<file path="config.mk">
export PLATFORM = sky130hd
export DESIGN_NAME = tc0_ctrl_flat
export DESIGN_NICKNAME = d
export VERILOG_FILES = /design/src/rtl/tc0_pkg.sv /design/src/rtl/tc0_if.sv /design/src/rtl/tc0_prescaler.sv /design/src/rtl/tc0_ctrl.sv /design/src/flat_wrapper.sv
export SDC_FILE = /design/constraint.sdc
export NUM_CORES = 1
export LEC_CHECK = 0
export BUFFER_PORTS_ARGS = -buffer_cell sky130_fd_sc_hd__buf_2
export CAP_MARGIN = 20
export CORE_ASPECT_RATIO = 0.6
export CORE_UTILIZATION = 55
export CTS_BUF_LIST = sky130_fd_sc_hd__clkbuf_2 sky130_fd_sc_hd__clkbuf_4 sky130_fd_sc_hd__clkbuf_8
export CTS_CLUSTER_SIZE = 20
export DETAILED_ROUTE_END_ITERATION = 6
export PLACE_DENSITY = 0.92
export SLEW_MARGIN = 20
export SYNTH_ARGS = -nofsm -noshare
export SYNTH_HDL_FRONTEND = slang
export SYNTH_SLANG_ARGS = --single-unit
</file>
<file path="constraint.sdc">
create_clock -name clk -period 3.9 [get_ports clk]
set_clock_uncertainty 0.1 [all_clocks]
set_input_delay 0.78 -clock clk [delete_from_list [all_inputs] [get_ports clk]]
set_output_delay 0.78 -clock clk [all_outputs]
set_load 0.03 [all_outputs]
</file>
<file path="src/rtl/tc0_pkg.sv">
// Shared constants and types for the Timer/Counter0 control block.
// Optional external clock source is enabled by defining TC0_EXT_CLK_EN.
package tc0_pkg;

  localparam int unsigned DATA_W  = 8;
  localparam int unsigned ADDR_W  = 8;
  localparam int unsigned PSC_W   = 10;
  localparam int unsigned FLAG_W  = 3;
  localparam int unsigned TCCRB_W = 6;
  localparam int unsigned VEC_W   = 2;

  // I/O alias and data-space alias of every register
  localparam logic [ADDR_W-1:0] ADDR_TCCR0A_IO = 8'h24;
  localparam logic [ADDR_W-1:0] ADDR_TCCR0A_DS = 8'h44;
  localparam logic [ADDR_W-1:0] ADDR_TCCR0B_IO = 8'h25;
  localparam logic [ADDR_W-1:0] ADDR_TCCR0B_DS = 8'h45;
  localparam logic [ADDR_W-1:0] ADDR_TCNT0_IO  = 8'h26;
  localparam logic [ADDR_W-1:0] ADDR_TCNT0_DS  = 8'h46;
  localparam logic [ADDR_W-1:0] ADDR_OCR0A_IO  = 8'h27;
  localparam logic [ADDR_W-1:0] ADDR_OCR0A_DS  = 8'h47;
  localparam logic [ADDR_W-1:0] ADDR_OCR0B_IO  = 8'h28;
  localparam logic [ADDR_W-1:0] ADDR_OCR0B_DS  = 8'h48;
  localparam logic [ADDR_W-1:0] ADDR_TIFR0_IO  = 8'h15;
  localparam logic [ADDR_W-1:0] ADDR_TIFR0_DS  = 8'h35;
  localparam logic [ADDR_W-1:0] ADDR_TIMSK0    = 8'h6E;

  localparam int unsigned TOV0_BIT  = 0;
  localparam int unsigned OCF0A_BIT = 1;
  localparam int unsigned OCF0B_BIT = 2;

  typedef enum logic [2:0] {
    CS_STOP     = 3'd0,
    CS_DIV1     = 3'd1,
    CS_DIV8     = 3'd2,
    CS_DIV64    = 3'd3,
    CS_DIV256   = 3'd4,
    CS_DIV1024  = 3'd5,
    CS_EXT_FALL = 3'd6,
    CS_EXT_RISE = 3'd7
  } cs0_e;

  typedef enum logic [VEC_W-1:0] {
    IRQ_COMPA = 2'd0,
    IRQ_COMPB = 2'd1,
    IRQ_OVF   = 2'd2
  } irq_vec_e;

  typedef enum logic {
    ST_IDLE = 1'b0,
    ST_PEND = 1'b1
  } irq_state_e;

  typedef enum logic [2:0] {
    REG_NONE,
    REG_TCCRA,
    REG_TCCRB,
    REG_TCNT,
    REG_OCRA,
    REG_OCRB,
    REG_TIMSK,
    REG_TIFR
  } reg_sel_e;

  function automatic reg_sel_e decode_addr(input logic [ADDR_W-1:0] addr);
    case (addr)
      ADDR_TCCR0A_IO, ADDR_TCCR0A_DS: return REG_TCCRA;
      ADDR_TCCR0B_IO, ADDR_TCCR0B_DS: return REG_TCCRB;
      ADDR_TCNT0_IO,  ADDR_TCNT0_DS:  return REG_TCNT;
      ADDR_OCR0A_IO,  ADDR_OCR0A_DS:  return REG_OCRA;
      ADDR_OCR0B_IO,  ADDR_OCR0B_DS:  return REG_OCRB;
      ADDR_TIFR0_IO,  ADDR_TIFR0_DS:  return REG_TIFR;
      ADDR_TIMSK0:                    return REG_TIMSK;
      default:                        return REG_NONE;
    endcase
  endfunction

  // One-hot TIFR/TIMSK position of an interrupt source
  function automatic logic [FLAG_W-1:0] vec_flag(input irq_vec_e v);
    case (v)
      IRQ_COMPA: return FLAG_W'(1) << OCF0A_BIT;
      IRQ_COMPB: return FLAG_W'(1) << OCF0B_BIT;
      IRQ_OVF:   return FLAG_W'(1) << TOV0_BIT;
      default:   return '0;
    endcase
  endfunction

  // Fixed priority COMPA > COMPB > OVF; caller guarantees p is non-zero
  function automatic irq_vec_e pick_src(input logic [FLAG_W-1:0] p);
    if (p[OCF0A_BIT])      return IRQ_COMPA;
    else if (p[OCF0B_BIT]) return IRQ_COMPB;
    else                   return IRQ_OVF;
  endfunction

endpackage

</file>
<file path="src/rtl/tc0_if.sv">
// Bus, counter-core and interrupt signals of the Timer/Counter0 controller.
interface tc0_if;
  logic [7:0] io_addr;
  logic       io_wr_en;
  logic       io_rd_en;
  logic [7:0] io_wdata;
  logic [7:0] io_rdata;
  logic [7:0] tcnt_in;
  logic       tcnt_wr;
  logic [7:0] tcnt_wdata;
  logic [7:0] tccra;
  logic [7:0] tccrb;
  logic [7:0] ocra;
  logic [7:0] ocrb;
  logic       ovf_evt;
  logic       cmpa_evt;
  logic       cmpb_evt;
  logic       t0_pin;
  logic       tick;
  logic       irq;
  logic [1:0] irq_vec;
  logic       irq_ack;

  modport slave (
    input  io_addr, io_wr_en, io_rd_en, io_wdata, tcnt_in,
    input  ovf_evt, cmpa_evt, cmpb_evt, t0_pin, irq_ack,
    output io_rdata, tcnt_wr, tcnt_wdata, tccra, tccrb, ocra, ocrb,
    output tick, irq, irq_vec
  );

  modport master (
    output io_addr, io_wr_en, io_rd_en, io_wdata, tcnt_in,
    output ovf_evt, cmpa_evt, cmpb_evt, t0_pin, irq_ack,
    input  io_rdata, tcnt_wr, tcnt_wdata, tccra, tccrb, ocra, ocrb,
    input  tick, irq, irq_vec
  );
endinterface

</file>
<file path="src/rtl/tc0_prescaler.sv">
// Free-running prescaler and count-enable tick generation for Timer/Counter0.
// External pin clocking (CS0 6/7) exists only when TC0_EXT_CLK_EN is defined.
module tc0_prescaler
  import tc0_pkg::*;
(
  input  logic       clk,
  input  logic       rst,
  input  logic [2:0] i_cs,
  input  logic       i_t0_pin,
  output logic       o_tick
);

  logic [PSC_W-1:0] r_psc;
  logic             r_tick;
  logic             w_match;
  logic             w_ext_rise;
  logic             w_ext_fall;

  always_ff @(posedge clk) begin
    if (!rst) r_psc <= '0;
    else      r_psc <= r_psc + PSC_W'(1);
  end

`ifdef TC0_EXT_CLK_EN
  logic r_t0_s1;
  logic r_t0_s2;
  logic r_t0_d;

  // Two-stage synchronizer plus one edge-history flop
  always_ff @(posedge clk) begin
    if (!rst) begin
      r_t0_s1 <= 1'b0;
      r_t0_s2 <= 1'b0;
      r_t0_d  <= 1'b0;
    end else begin
      r_t0_s1 <= i_t0_pin;
      r_t0_s2 <= r_t0_s1;
      r_t0_d  <= r_t0_s2;
    end
  end

  assign w_ext_rise = r_t0_s2 & ~r_t0_d;
  assign w_ext_fall = ~r_t0_s2 & r_t0_d;
`else
  logic w_unused_t0;
  assign w_unused_t0 = i_t0_pin;
  assign w_ext_rise  = 1'b0;
  assign w_ext_fall  = 1'b0;
`endif

  always_comb begin
    w_match = 1'b0;
    case (cs0_e'(i_cs))
      CS_STOP:     w_match = 1'b0;
      CS_DIV1:     w_match = 1'b1;
      CS_DIV8:     w_match = &r_psc[2:0];
      CS_DIV64:    w_match = &r_psc[5:0];
      CS_DIV256:   w_match = &r_psc[7:0];
      CS_DIV1024:  w_match = &r_psc[9:0];
      CS_EXT_FALL: w_match = w_ext_fall;
      CS_EXT_RISE: w_match = w_ext_rise;
      default:     w_match = 1'b0;
    endcase
  end

  always_ff @(posedge clk) begin
    if (!rst) r_tick <= 1'b0;
    else      r_tick <= w_match;
  end

  assign o_tick = r_tick;

endmodule

</file>
<file path="src/rtl/tc0_ctrl.sv">
// Timer/Counter0 register file, TCNT0 access path and interrupt arbitration.
// Define TC0_EXT_CLK_EN to enable external t0_pin clocking in the prescaler.
module tc0_ctrl
  import tc0_pkg::*;
(
  input logic  clk,
  input logic  rst,
  tc0_if.slave bus
);

  logic [DATA_W-1:0]  r_tccra;
  logic [TCCRB_W-1:0] r_tccrb;
  logic [DATA_W-1:0]  r_ocra;
  logic [DATA_W-1:0]  r_ocrb;
  logic [FLAG_W-1:0]  r_timsk;
  logic [FLAG_W-1:0]  r_tifr;
  logic [DATA_W-1:0]  r_rdata;
  logic               r_tcnt_wr;
  logic [DATA_W-1:0]  r_tcnt_wdata;

  irq_state_e r_state;
  irq_state_e w_state_n;
  irq_vec_e   r_vec;
  irq_vec_e   w_vec_n;
  logic       r_irq;
  logic       w_irq_n;

  reg_sel_e          w_sel;
  logic [DATA_W-1:0] w_rd_data;
  logic [FLAG_W-1:0] w_pend;
  logic [FLAG_W-1:0] w_hw_set;
  logic [FLAG_W-1:0] w_sw_clr;
  logic [FLAG_W-1:0] w_ack_clr;
  logic [FLAG_W-1:0] w_tifr_n;
  logic              w_tick;

  assign w_sel    = decode_addr(bus.io_addr);
  assign w_pend   = r_tifr & r_timsk;
  assign w_hw_set = {bus.cmpb_evt, bus.cmpa_evt, bus.ovf_evt};
  assign w_sw_clr = (bus.io_wr_en && (w_sel == REG_TIFR)) ? bus.io_wdata[FLAG_W-1:0] : '0;
  // A hardware event beats any same-cycle clear
  assign w_tifr_n = (r_tifr & ~(w_sw_clr | w_ack_clr)) | w_hw_set;

  always_comb begin
    w_rd_data = '0;
    case (w_sel)
      REG_TCCRA: w_rd_data = r_tccra;
      REG_TCCRB: w_rd_data = DATA_W'(r_tccrb);
      REG_TCNT:  w_rd_data = bus.tcnt_in;
      REG_OCRA:  w_rd_data = r_ocra;
      REG_OCRB:  w_rd_data = r_ocrb;
      REG_TIMSK: w_rd_data = DATA_W'(r_timsk);
      REG_TIFR:  w_rd_data = DATA_W'(r_tifr);
      default:   w_rd_data = '0;
    endcase
  end

  always_ff @(posedge clk) begin
    if (!rst) begin
      r_tccra      <= '0;
      r_tccrb      <= '0;
      r_ocra       <= '0;
      r_ocrb       <= '0;
      r_timsk      <= '0;
      r_tifr       <= '0;
      r_rdata      <= '0;
      r_tcnt_wr    <= 1'b0;
      r_tcnt_wdata <= '0;
    end else begin
      r_tifr    <= w_tifr_n;
      r_tcnt_wr <= 1'b0;
      if (bus.io_rd_en) r_rdata <= w_rd_data;
      if (bus.io_wr_en) begin
        case (w_sel)
          REG_TCCRA: r_tccra <= bus.io_wdata;
          REG_TCCRB: r_tccrb <= bus.io_wdata[TCCRB_W-1:0];
          REG_TCNT: begin
            r_tcnt_wr    <= 1'b1;
            r_tcnt_wdata <= bus.io_wdata;
          end
          REG_OCRA:  r_ocra  <= bus.io_wdata;
          REG_OCRB:  r_ocrb  <= bus.io_wdata;
          REG_TIMSK: r_timsk <= bus.io_wdata[FLAG_W-1:0];
          default: ;
        endcase
      end
    end
  end

  // Interrupt arbitration: state, latched source and irq are all registered
  always_ff @(posedge clk) begin
    if (!rst) begin
      r_state <= ST_IDLE;
      r_vec   <= IRQ_COMPA;
      r_irq   <= 1'b0;
    end else begin
      r_state <= w_state_n;
      r_vec   <= w_vec_n;
      r_irq   <= w_irq_n;
    end
  end

  always_comb begin
    w_state_n = r_state;
    w_vec_n   = r_vec;
    w_irq_n   = 1'b0;
    w_ack_clr = '0;
    case (r_state)
      ST_IDLE: begin
        if (w_pend != '0) begin
          w_vec_n   = pick_src(w_pend);
          w_state_n = ST_PEND;
          w_irq_n   = 1'b1;
        end
      end
      ST_PEND: begin
        w_irq_n = 1'b1;
        // Ack has precedence over a coincident withdraw
        if (bus.irq_ack) begin
          w_ack_clr = vec_flag(r_vec);
          w_state_n = ST_IDLE;
          w_irq_n   = 1'b0;
        end else if ((w_pend & vec_flag(r_vec)) == '0) begin
          w_state_n = ST_IDLE;
          w_irq_n   = 1'b0;
        end
      end
      default: begin
        w_state_n = ST_IDLE;
      end
    endcase
  end

  tc0_prescaler u_prescaler (
    .clk      (clk),
    .rst      (rst),
    .i_cs     (r_tccrb[2:0]),
    .i_t0_pin (bus.t0_pin),
    .o_tick   (w_tick)
  );

  assign bus.io_rdata   = r_rdata;
  assign bus.tcnt_wr    = r_tcnt_wr;
  assign bus.tcnt_wdata = r_tcnt_wdata;
  assign bus.tccra      = r_tccra;
  assign bus.tccrb      = DATA_W'(r_tccrb);
  assign bus.ocra       = r_ocra;
  assign bus.ocrb       = r_ocrb;
  assign bus.tick       = w_tick;
  assign bus.irq        = r_irq;
  assign bus.irq_vec    = r_vec;

endmodule

</file>
<file path="src/flat_wrapper.sv">
// flat-port wrapper written by rule: the top's interface ports become plain ports
module tc0_ctrl_flat import tc0_pkg::*;
  (clk, rst, bus_io_addr, bus_io_wr_en, bus_io_rd_en, bus_io_wdata, bus_tcnt_in, bus_ovf_evt, bus_cmpa_evt, bus_cmpb_evt, bus_t0_pin, bus_irq_ack, bus_io_rdata, bus_tcnt_wr, bus_tcnt_wdata, bus_tccra, bus_tccrb, bus_ocra, bus_ocrb, bus_tick, bus_irq, bus_irq_vec);
  tc0_if bus_i ();
  input logic clk;
  input logic rst;
  input wire logic [$bits(bus_i.io_addr)-1:0] bus_io_addr;
  input wire logic [$bits(bus_i.io_wr_en)-1:0] bus_io_wr_en;
  input wire logic [$bits(bus_i.io_rd_en)-1:0] bus_io_rd_en;
  input wire logic [$bits(bus_i.io_wdata)-1:0] bus_io_wdata;
  input wire logic [$bits(bus_i.tcnt_in)-1:0] bus_tcnt_in;
  input wire logic [$bits(bus_i.ovf_evt)-1:0] bus_ovf_evt;
  input wire logic [$bits(bus_i.cmpa_evt)-1:0] bus_cmpa_evt;
  input wire logic [$bits(bus_i.cmpb_evt)-1:0] bus_cmpb_evt;
  input wire logic [$bits(bus_i.t0_pin)-1:0] bus_t0_pin;
  input wire logic [$bits(bus_i.irq_ack)-1:0] bus_irq_ack;
  output wire logic [$bits(bus_i.io_rdata)-1:0] bus_io_rdata;
  output wire logic [$bits(bus_i.tcnt_wr)-1:0] bus_tcnt_wr;
  output wire logic [$bits(bus_i.tcnt_wdata)-1:0] bus_tcnt_wdata;
  output wire logic [$bits(bus_i.tccra)-1:0] bus_tccra;
  output wire logic [$bits(bus_i.tccrb)-1:0] bus_tccrb;
  output wire logic [$bits(bus_i.ocra)-1:0] bus_ocra;
  output wire logic [$bits(bus_i.ocrb)-1:0] bus_ocrb;
  output wire logic [$bits(bus_i.tick)-1:0] bus_tick;
  output wire logic [$bits(bus_i.irq)-1:0] bus_irq;
  output wire logic [$bits(bus_i.irq_vec)-1:0] bus_irq_vec;
  assign bus_i.io_addr = bus_io_addr;
  assign bus_i.io_wr_en = bus_io_wr_en;
  assign bus_i.io_rd_en = bus_io_rd_en;
  assign bus_i.io_wdata = bus_io_wdata;
  assign bus_i.tcnt_in = bus_tcnt_in;
  assign bus_i.ovf_evt = bus_ovf_evt;
  assign bus_i.cmpa_evt = bus_cmpa_evt;
  assign bus_i.cmpb_evt = bus_cmpb_evt;
  assign bus_i.t0_pin = bus_t0_pin;
  assign bus_i.irq_ack = bus_irq_ack;
  assign bus_io_rdata = bus_i.io_rdata;
  assign bus_tcnt_wr = bus_i.tcnt_wr;
  assign bus_tcnt_wdata = bus_i.tcnt_wdata;
  assign bus_tccra = bus_i.tccra;
  assign bus_tccrb = bus_i.tccrb;
  assign bus_ocra = bus_i.ocra;
  assign bus_ocrb = bus_i.ocrb;
  assign bus_tick = bus_i.tick;
  assign bus_irq = bus_i.irq;
  assign bus_irq_vec = bus_i.irq_vec;
  tc0_ctrl u_core (.clk(clk), .rst(rst), .bus(bus_i));
endmodule
</file>
# == Word-level counts from Yosys, hierarchy flattened ==
# Index checks and enable logic that the tools add are counted.
# op_classes
addsub,1
mul,0
n_div,0
magnitude_cmp,0
eq_ne,29
shifts,0
mux,16
bitwise,7
reduce_logical,24
# op_table
cell,count
8-bit one-hot mux with 7 select lines,1
8-bit by 6-bit equality test with 1-bit output (second input constant),6
8-bit by 7-bit equality test with 1-bit output (second input constant),6
3-bit equality test (second input constant),8
3-bit one-hot mux with 7 select lines,1
2-bit AND reduction,8
3-bit 2-to-1 mux,5
3-bit by 2-bit equality test with 1-bit output (second input constant),4
2-bit OR reduction,6
10-bit by 1-bit adder with 10-bit output (second input constant),1
10-bit AND reduction,1
3-bit bitwise AND,3
3-bit one-hot mux with 3 select lines,1
8-bit by 5-bit equality test with 1-bit output (second input constant),1
8-bit AND reduction,1
3-bit by 1-bit equality test with 1-bit output (second input constant),2
3-bit logical NOT,2
3-bit bitwise OR,2
1-bit one-hot mux with 6 select lines,1
6-bit AND reduction,1
1-bit 2-to-1 mux,4
2-bit 2-to-1 mux,2
3-bit inverter,1
3-bit AND reduction,1
other kinds (8),8
# word_totals
reg_bits,67
latch_bits,0
mem_bits_rw,0
romBits,0
input_bits,33
wordCells,90
mem_count,0

# == Logic depth before layout (Yosys ltp) ==
# Gate-level depths: netlist of the first run.
# logic_depth
ltp_word,10
ltp_mapped,6
ltp_nobuf,5

# == Cells and area by module ==
# From an unflattened synthesis of the first run, not the netlist that was laid out.
# unflattened
hier_cells,345
hier_area_um2,3149.3
# by_module_without_submodules
mod,instances,cells_per_inst,area_per_inst_um2,seq_area_each_um2
tc0_ctrl,1,297,2670.1,1121.1
tc0_prescaler,1,48,479.2,220.2

# == Least setup slack after synthesis of the first run ==
# OpenSTA, ideal clock, no wires.
# synth_timing
kind,input port to flip-flop
start,input port bus_io_addr[0]
end,"register u_core.r_ocrb[0], in the netlist u_core.bus.ocrb[0]"
setup_ns,0.132
arrival_ns,2.000
required_ns,3.668
slack_ns,1.667
cell_stages,5
cell_sequence,or4b_4 or4_1 buf_2 nand2_1 a21oi_1
# synth_between
elab_chain_len,5
word_cells_on_any_way,22
cone_classes,eq/ne (14); mux (1); reduce/logical (7)
# synth_lines
element,line,source
start: declaration,flat_wrapper.sv:7,input wire logic [$bits(bus_i.io_addr)-1:0] bus_io_addr;
8-bit by 5-bit equality test with 1-bit output (tied with other cells),tc0_pkg.sv:65,case (addr)
2-bit OR reduction,tc0_pkg.sv:65,
3-bit one-hot mux with 7 select lines *,tc0_pkg.sv:65,
3-bit equality test *,tc0_ctrl.sv:74,case (w_sel)
2-bit AND reduction (no source line) *,--,
end signal: assignment,tc0_ctrl.sv:82,REG_OCRB: r_ocrb <= bus.io_wdata;
end: declaration,tc0_ctrl.sv:14,logic [DATA_W-1:0] r_ocrb;
# Mark *: on every way between the ends. The rest lies on a longest branch, timed or not.
# A chain may end at the register's enable or synchronous reset.

# == Final worst setup path of the first run ==
# layout_timing
start,input port bus_io_addr[0]
end,"register u_core.r_rdata[4], in the netlist u_core.bus.io_rdata[4]"
# layout_between
elab_chain_len,5
word_cells_on_any_way,28
cone_classes,eq/ne (20); mux (2); reduce/logical (6)
# layout_lines
element,line,source
8-bit by 5-bit equality test with 1-bit output (tied with other cells),tc0_pkg.sv:65,
2-bit OR reduction,tc0_pkg.sv:65,
3-bit one-hot mux with 7 select lines *,tc0_pkg.sv:65,
3-bit equality test (tied with other cells),tc0_ctrl.sv:46,case (w_sel)
8-bit one-hot mux with 7 select lines *,tc0_ctrl.sv:46,
end signal: assignment,tc0_ctrl.sv:72,if (bus.io_rd_en) r_rdata <= w_rd_data;
end: declaration,tc0_ctrl.sv:17,logic [DATA_W-1:0] r_rdata;
# Marked as above.

==> reports/qor.csv, run 1 <==
stage,metric,value,unit
run_status,outcome,finished clean,
logic_synthesis,synth_common_cells,"dfxtp_1, nor2_1, nand2_1, a21oi_1",
logic_synthesis,synthFlopType,dfxtp_1,
sta,slew_violations,0,
grt,grt_pass1_vias,2595,
clock_network,cts_tree,done,
setup_path,r2r_start,u_core.u_prescaler.r_psc[0]$_SDFF_PN0_,
logic_synthesis,synth_seq_cells,67,
placed_design,routabilityCongestion,0.852,
setup_path,r2r_end,u_core.u_prescaler.o_tick$_SDFF_PN0_,
logic_synthesis,yosys_warnings,0,
setup_path,crit_buf_inv,1,
logic_synthesis,synth_top_area_share,44.6,%
sta,setup_viol,0,
grt,grt_max_degree,27,
setup_path,critical_path.startpoint,bus_io_addr[0],
drt,vias_per_cell,6.08,
setup_path,crit_family,simple AND/OR/NAND/NOR gates,
drt,drc_errors,0,
logic_synthesis,syn_area_per_cell,9.45,µm²
sta,fin_tns_setup,0,ns
setup_path,crit_path_max_fanout,16,
sta,min_period_over_period,62.1,%
die,coreArea,5150,µm²
clock_network,hold_buffers,0,
setup_path,critical_path.max_stage_delay,0.61,ns
cells_and_area,antenna_cells,0,
sta,fmax,413,MHz
clock_network,cts_root_buffer,clkbuf_8,
die,initial_core_util,58.3,%
clock_network,cts.sinks,67,
die,die_w,97.4,µm
die,rows,20,
logic_synthesis,synth.distinct_cells,51,
clock_network,numCtsBuffers,9,
min_path,hp-class,reg2reg,
grt,antenna_found_initial,0,
drt,firstDrtPassIters,6,
sta,fin_crit,2.42,ns
clock_network,ctsResizeCount,0,
cells_and_area,num-nets-final,430,
clock_network,postCtsSetupRepairBufs,0,
placed_design,placed_cells,450,
sta,rsz0062_at_grt,false,
grt,gr-total-overflow,0,
setup_path,reg2reg_slack,2.11,ns
grt,grt_pass1_wl,13.0,mm
setup_path,crit_required,4.08,ns
cells_and_area,nFillCells,387,
logic_synthesis,synth_most_common_cell,dfxtp_1,
die,dieArea,5770,µm²
logic_synthesis,async_reset_ff_share,0,%
grt,grt_usage,29.8,%
clock_network,clkTransAtPathRegs,0.07,ns
setup_path,path_depth,5,
sta,hold_ws,0.375,ns
cells_and_area,layout-drive-gt1-share,29.3,%
power_and_ir_drop,p_leak,1.64,nW
drt,wl_per_cell,17.6,µm
logic_synthesis,netlist_area,3010,µm²
setup_path,slowest_stage,or4b_4,
cells_and_area,fin_cells,466,
setup_path,crit_arrival,2.60,ns
flow_run,maxCapViolCount,0,
placed_design,io_buffers,82,
setup_path,crit_type,in2reg,
drt,finalWirelength,8.20,mm
logic_synthesis,synth_area_leaders,"dfxtp_1, mux2i_1, mux4_2, nor2_1, a21oi_1",
drt,route.antenna.remaining_nets,0,
die,die_h,59.3,µm
logic_synthesis,synth_edf_count,0,
setup_path,critPathLaunchType,input pin,
logic_synthesis,netlist_instances,318,
power_and_ir_drop,peakVddDrop,0.258,mV
clock_network,htree_levels,3,
die,io_pins,86,
drt,vias,2833,
setup_path,r2r_cells,5,
setup_path,worstSetupEndpointType,register,
placed_design,dpl.hpwl,5.87,mm
drt,drt_iter0_drc,164,
clock_network,clock_latency,0.35,ns
sta,slew_headroom,47.1,%
setup_path,cp-endpoint,u_core.bus.io_rdata[4]$_SDFFE_PN0P_,
sta,finalHoldViolCount,0,
sta,tightest_slew,0.787,ns
setup_path,path_cells,"buf_2, or4b_4, nor3_4, a22oi_1, o21ai_1",
cells_and_area,area_growth,21.0,%
clock_network,clockBufferDepth,2,
logic_synthesis,seq_area_frac_synth,44.6,%
logic_synthesis,synth_top_area_cell,dfxtp_1,
power_and_ir_drop,p_per_area,380,nW/µm²
through the flow:
step                power [mW]  worst slack, ns  instance area [µm²]  utilization (%)
floorplan                0.763             1.67                 3010                -
global placement         0.798             1.22                 3430             66.5
detailed placement       0.801             1.17                 3430             66.5
CTS                       1.38             1.54                 3640             70.5
global route              1.43             1.38                 3640             70.5
finish                    1.38             1.48                 3640             70.5
area by class of cell:
type | count | area [µm²] | area share (%)
Inverter | 3 | 11.3 | 0.310
Clock inverter | 5 | 62.6 | 1.72
Multi-Input combinational cell | 230 | 1570 | 43.1
Clock buffer | 11 | 145 | 3.99
Sequential cell | 67 | 1340 | 36.9
Tap cell | 66 | 82.6 | 2.27
Timing Repair Buffer | 84 | 425 | 11.7
layout by cell type (no fill, tap or decap), types with 10 or more instances in the layout:
cell / count
a21oi_1: 23
dfxtp_1: 67
clkbuf_8: 10
a22oi_1: 13
mux2i_1: 22
buf_2: 82
nor2_1: 34
nand3_1: 22
nand2_1: 28
registers in the layout, summed over array words and instances, names as in the netlist:
signal	count
u_core.bus.io_rdata	8
u_core.bus.irq	1
u_core.bus.irq_vec	2
u_core.bus.ocra	8
u_core.bus.ocrb	8
u_core.bus.tccra	8
u_core.bus.tcnt_wdata	8
u_core.bus.tcnt_wr	1
u_core.r_tccrb	6
u_core.r_tifr	3
u_core.r_timsk	3
u_core.u_prescaler.o_tick	1
u_core.u_prescaler.r_psc	10
cell families (layout without fill, tap and decap cells):
family | count (synthesis) | in the layout | synth area share, %
simple gates | 121 | 121 | 21.0
flops | 67 | 67 | 44.6
compound gates | 66 | 66 | 14.9
mux | 30 | 30 | 12.6
buf+inv | 22 | 103 | 3.33
xor+xnor | 9 | 9 | 2.62
fa+ha+maj | 2 | 2 | 0.833
other cells | 1 | 2 | 0.125
worst min path at each step:
| stage | slack [ns] | end | depth (start not counted) | startpoint |
|---|---|---|---|---|
| floorplan | 0.31 | u_core.u_prescaler.r_psc[0]$_SDFF_PN0_ | 1 | u_core.u_prescaler.r_psc[0]$_SDFF_PN0_ |
| global placement | 0.33 | u_core.u_prescaler.r_psc[0]$_SDFF_PN0_ | 1 | u_core.u_prescaler.r_psc[0]$_SDFF_PN0_ |
| detailed placement | 0.36 | u_core.u_prescaler.r_psc[0]$_SDFF_PN0_ | 1 | u_core.u_prescaler.r_psc[0]$_SDFF_PN0_ |
| CTS | 0.37 | u_core.bus.ocrb[6]$_SDFFE_PN0P_ | 2 | u_core.bus.ocrb[6]$_SDFFE_PN0P_ |
| global route | 0.39 | u_core.u_prescaler.r_psc[0]$_SDFF_PN0_ | 1 | u_core.u_prescaler.r_psc[0]$_SDFF_PN0_ |
| finish | 0.37 | u_core.bus.ocrb[6]$_SDFFE_PN0P_ | 2 | u_core.bus.ocrb[6]$_SDFFE_PN0P_ |
power by group:
| part | leakage (nW) | switching [mW] | internal, mW |
|---|---|---|---|
| registers | 0.541 | 0.00626 | 0.690 |
| clock network | 0.0992 | 0.272 | 0.322 |
| logic | 0.998 | 0.0585 | 0.0326 |
tightest hold or removal path, stage by stage, from the launching register on:
cell     delay (ns)
dfxtp_1        0.32
nand2_1        0.06
a21oi_1        0.05
layer usage:
| layer | wire [µm] | up-vias | GRT usage, % |
|---|---|---|---|
| li1 | - | 1306 | - |
| met1 | 3560 | 1318 | 39.9 |
| met2 | 3550 | 191 | 46.2 |
| met3 | 960 | 18 | 9.20 |
| met4 | 121 | 0 | 11.1 |
| met5 | 0 | - | 0 |
Note: power is estimated with default switching activity, not from simulation.
==> inputs of run 2 (changes only) <==
Settings changed: CORE_UTILIZATION 55 to 54, PLACE_DENSITY 0.92 to 0.91.
Clock period 3.9 ns to 2.33 ns, I/O delays scaled along.
==> reports/qor.csv, run 2 (synthesis gave the netlist of run 1 again) <==
stage,metric,value,unit
run_status,outcome,"finished, violations left",
run_status,violations,design-rule violations,
clock_network,hold_buffers,0,
setup_path,crit_path_max_fanout,8,
sta,tightest_slew,0.659,ns
clock_network,htree_levels,3,
sta,setup_viol,0,
power_and_ir_drop,total_power,2.40,mW
drt,vias,2887,
drt,vias_per_cell,6.04,
cells_and_area,layout-drive-gt1-share,31.3,%
grt,grt_pass1_vias,2640,
setup_path,crit_required,2.43,ns
grt,grt_usage,30.4,%
clock_network,ctsResizeCount,0,
grt,grt_pass1_wl,13.3,mm
cells_and_area,largest_register_ff_count,10,
flow_run,maxCapViolCount,0,
setup_path,worstSetupEndpointType,register,
setup_path,path_cells,"buf_2, xnor2_1, a211oi_2, o311ai_2, a22oi_1",
cells_and_area,area_growth,24.4,%
clock_network,cts_root_buffer,clkbuf_8,
clock_network,clockBufferDepth,2,
cells_and_area,num-nets-final,442,
placed_design,io_buffers,82,
clock_network,numCtsBuffers,9,
die,rows,20,
sta,min_period_over_period,78.2,%
placed_design,dpl.hpwl,5.90,mm
power_and_ir_drop,p_leak,1.70,nW
grt,grt_max_degree,26,
power_and_ir_drop,power.switching,0.570,mW
placed_design,routabilityCongestion,0.847,
cells_and_area,multiInputGateArea,1570,µm²
drt,firstDrtPassIters,7,
sta,fin_crit,1.82,ns
drt,drc_errors,6,
cells_and_area,regArea,1340,µm²
cells_and_area,antenna_cells,0,
cells_and_area,layout_commonest_cell,buf_2,
power_and_ir_drop,p_per_area,642,nW/µm²
sta,slew_violations,0,
setup_path,critical_path.max_stage_delay,0.58,ns
setup_path,crit_family,compound AO/OA/AOI/OAI gates,
setup_path,critPathLaunchType,input pin,
cells_and_area,largest-register,u_core.u_prescaler.r_psc,
power_and_ir_drop,p_clk_share,44.8,%
sta,rsz0062_at_grt,false,
power_and_ir_drop,pwr-share-seq,48.5,%
cells_and_area,fin_area,3740,µm²
die,initial_core_util,57.7,%
clock_network,postCtsSetupRepairBufs,0,
setup_path,crit_arrival,1.92,ns
clock_network,clkTransAtPathRegs,0.08,ns
power_and_ir_drop,switching_share,23.7,%
drt,met1_length,3.53,mm
clock_network,cts_tree,done,
cells_and_area,nFillCells,386,
sta,finalHoldViolCount,0,
power_and_ir_drop,internal_power,1.83,mW
die,io_pins,86,
cells_and_area,final_cell_mix,"buf_2, dfxtp_1, nor2_1, nand2_1, a21oi_1",
drt,wl_met2,3.59,mm
sta,slew_headroom,56.0,%
setup_path,r2r_cells,5,
setup_path,crit_type,in2reg,
drt,route.antenna.remaining_nets,0,
sta,fmax,549,MHz
min_path,holdPathStages,2,
die,coreArea,5200,µm²
sta,hold_ws,0.218,ns
drt,finalWirelength,8.19,mm
power_and_ir_drop,peakVddDrop,0.487,mV
min_path,hp-class,in2reg,
die,die_w,98.3,µm
setup_path,slowest_stage,o311ai_2,
sta,fin_tns_setup,0,ns
die,die_h,59.8,µm
setup_path,path_depth,5,
setup_path,crit_buf_inv,1,
drt,routed.top_layer,met4,
grt,gr-total-overflow,0,
drt,wl_per_cell,17.1,µm
grt,antenna_found_initial,0,
drt,wl_met3,944,µm
placed_design,dpl_cell_area,3520,µm²
die,dieArea,5880,µm²
power_and_ir_drop,power_frac_comb,6.6,%
drt,drt_iter0_drc,279,
clock_network,cts.sinks,67,
clock_network,clock_latency,0.35,ns
[run 2: cell count changes in the layout (fill, tap and decap cells not counted)]
cell,before,now
clkinv_2,0,1
clkinv_4,2,0
buf_4,2,14
clkbuf_8,10,9
inv_6,0,1
bufinv_16,1,2
[run 2: worst paths after layout]
check,from,to,slack [ns]
max,bus_io_addr[5],u_core.bus.io_rdata[0]$_SDFFE_PN0P_,0.51
min,bus_cmpa_evt,u_core.r_tifr[1]$_SDFF_PN0_,0.22
max reg2reg,u_core.u_prescaler.r_psc[0]$_SDFF_PN0_,u_core.u_prescaler.o_tick$_SDFF_PN0_,0.65
min reg2reg,u_core.u_prescaler.r_psc[0]$_SDFF_PN0_,u_core.u_prescaler.r_psc[0]$_SDFF_PN0_,0.35
[run 2: power groups by stage]
stage / registers (mW) / clock network (mW) / logic, mW
5_1_grt: 1.17 / 1.14 / 0.173
4_1_cts: 1.16 / 1.09 / 0.157
6_report: 1.16 / 1.08 / 0.159
2_1_floorplan: 1.19 / 0 / 0.0864
3_3_place_gp: 1.19 / 0 / 0.152
3_5_place_dp: 1.19 / 0 / 0.156
[run 2: layer usage]
metal	GRT usage, %	vias to the layer above
met4	11.5	0
met3	8.42	21
met5	0	-
met2	47.5	180
li1	-	1328
met1	40.7	1358
[run 2: metrics by stage]
| stage | setup WS [ns] | utilization, % | cells |
|---|---|---|---|
| finish | 0.508 | 71.8 | 478 |
| floorplan | 0.411 | - | 319 |
| global route | 0.345 | 71.8 | 478 |
| detailed placement | 0.149 | 67.6 | 462 |
| CTS | 0.517 | 71.8 | 478 |
| global placement | 0.184 | 67.6 | 462 |
[run 2: area by class of cell]
cell class              instances  area share (%)
well taps                      66            2.21
inverters                       3           0.301
flip-flops and latches         67            35.9
clock inverters                 6            2.38
repair buffers                 96            13.8
clock buffers                  10            3.51
multi-input cells             230            41.9
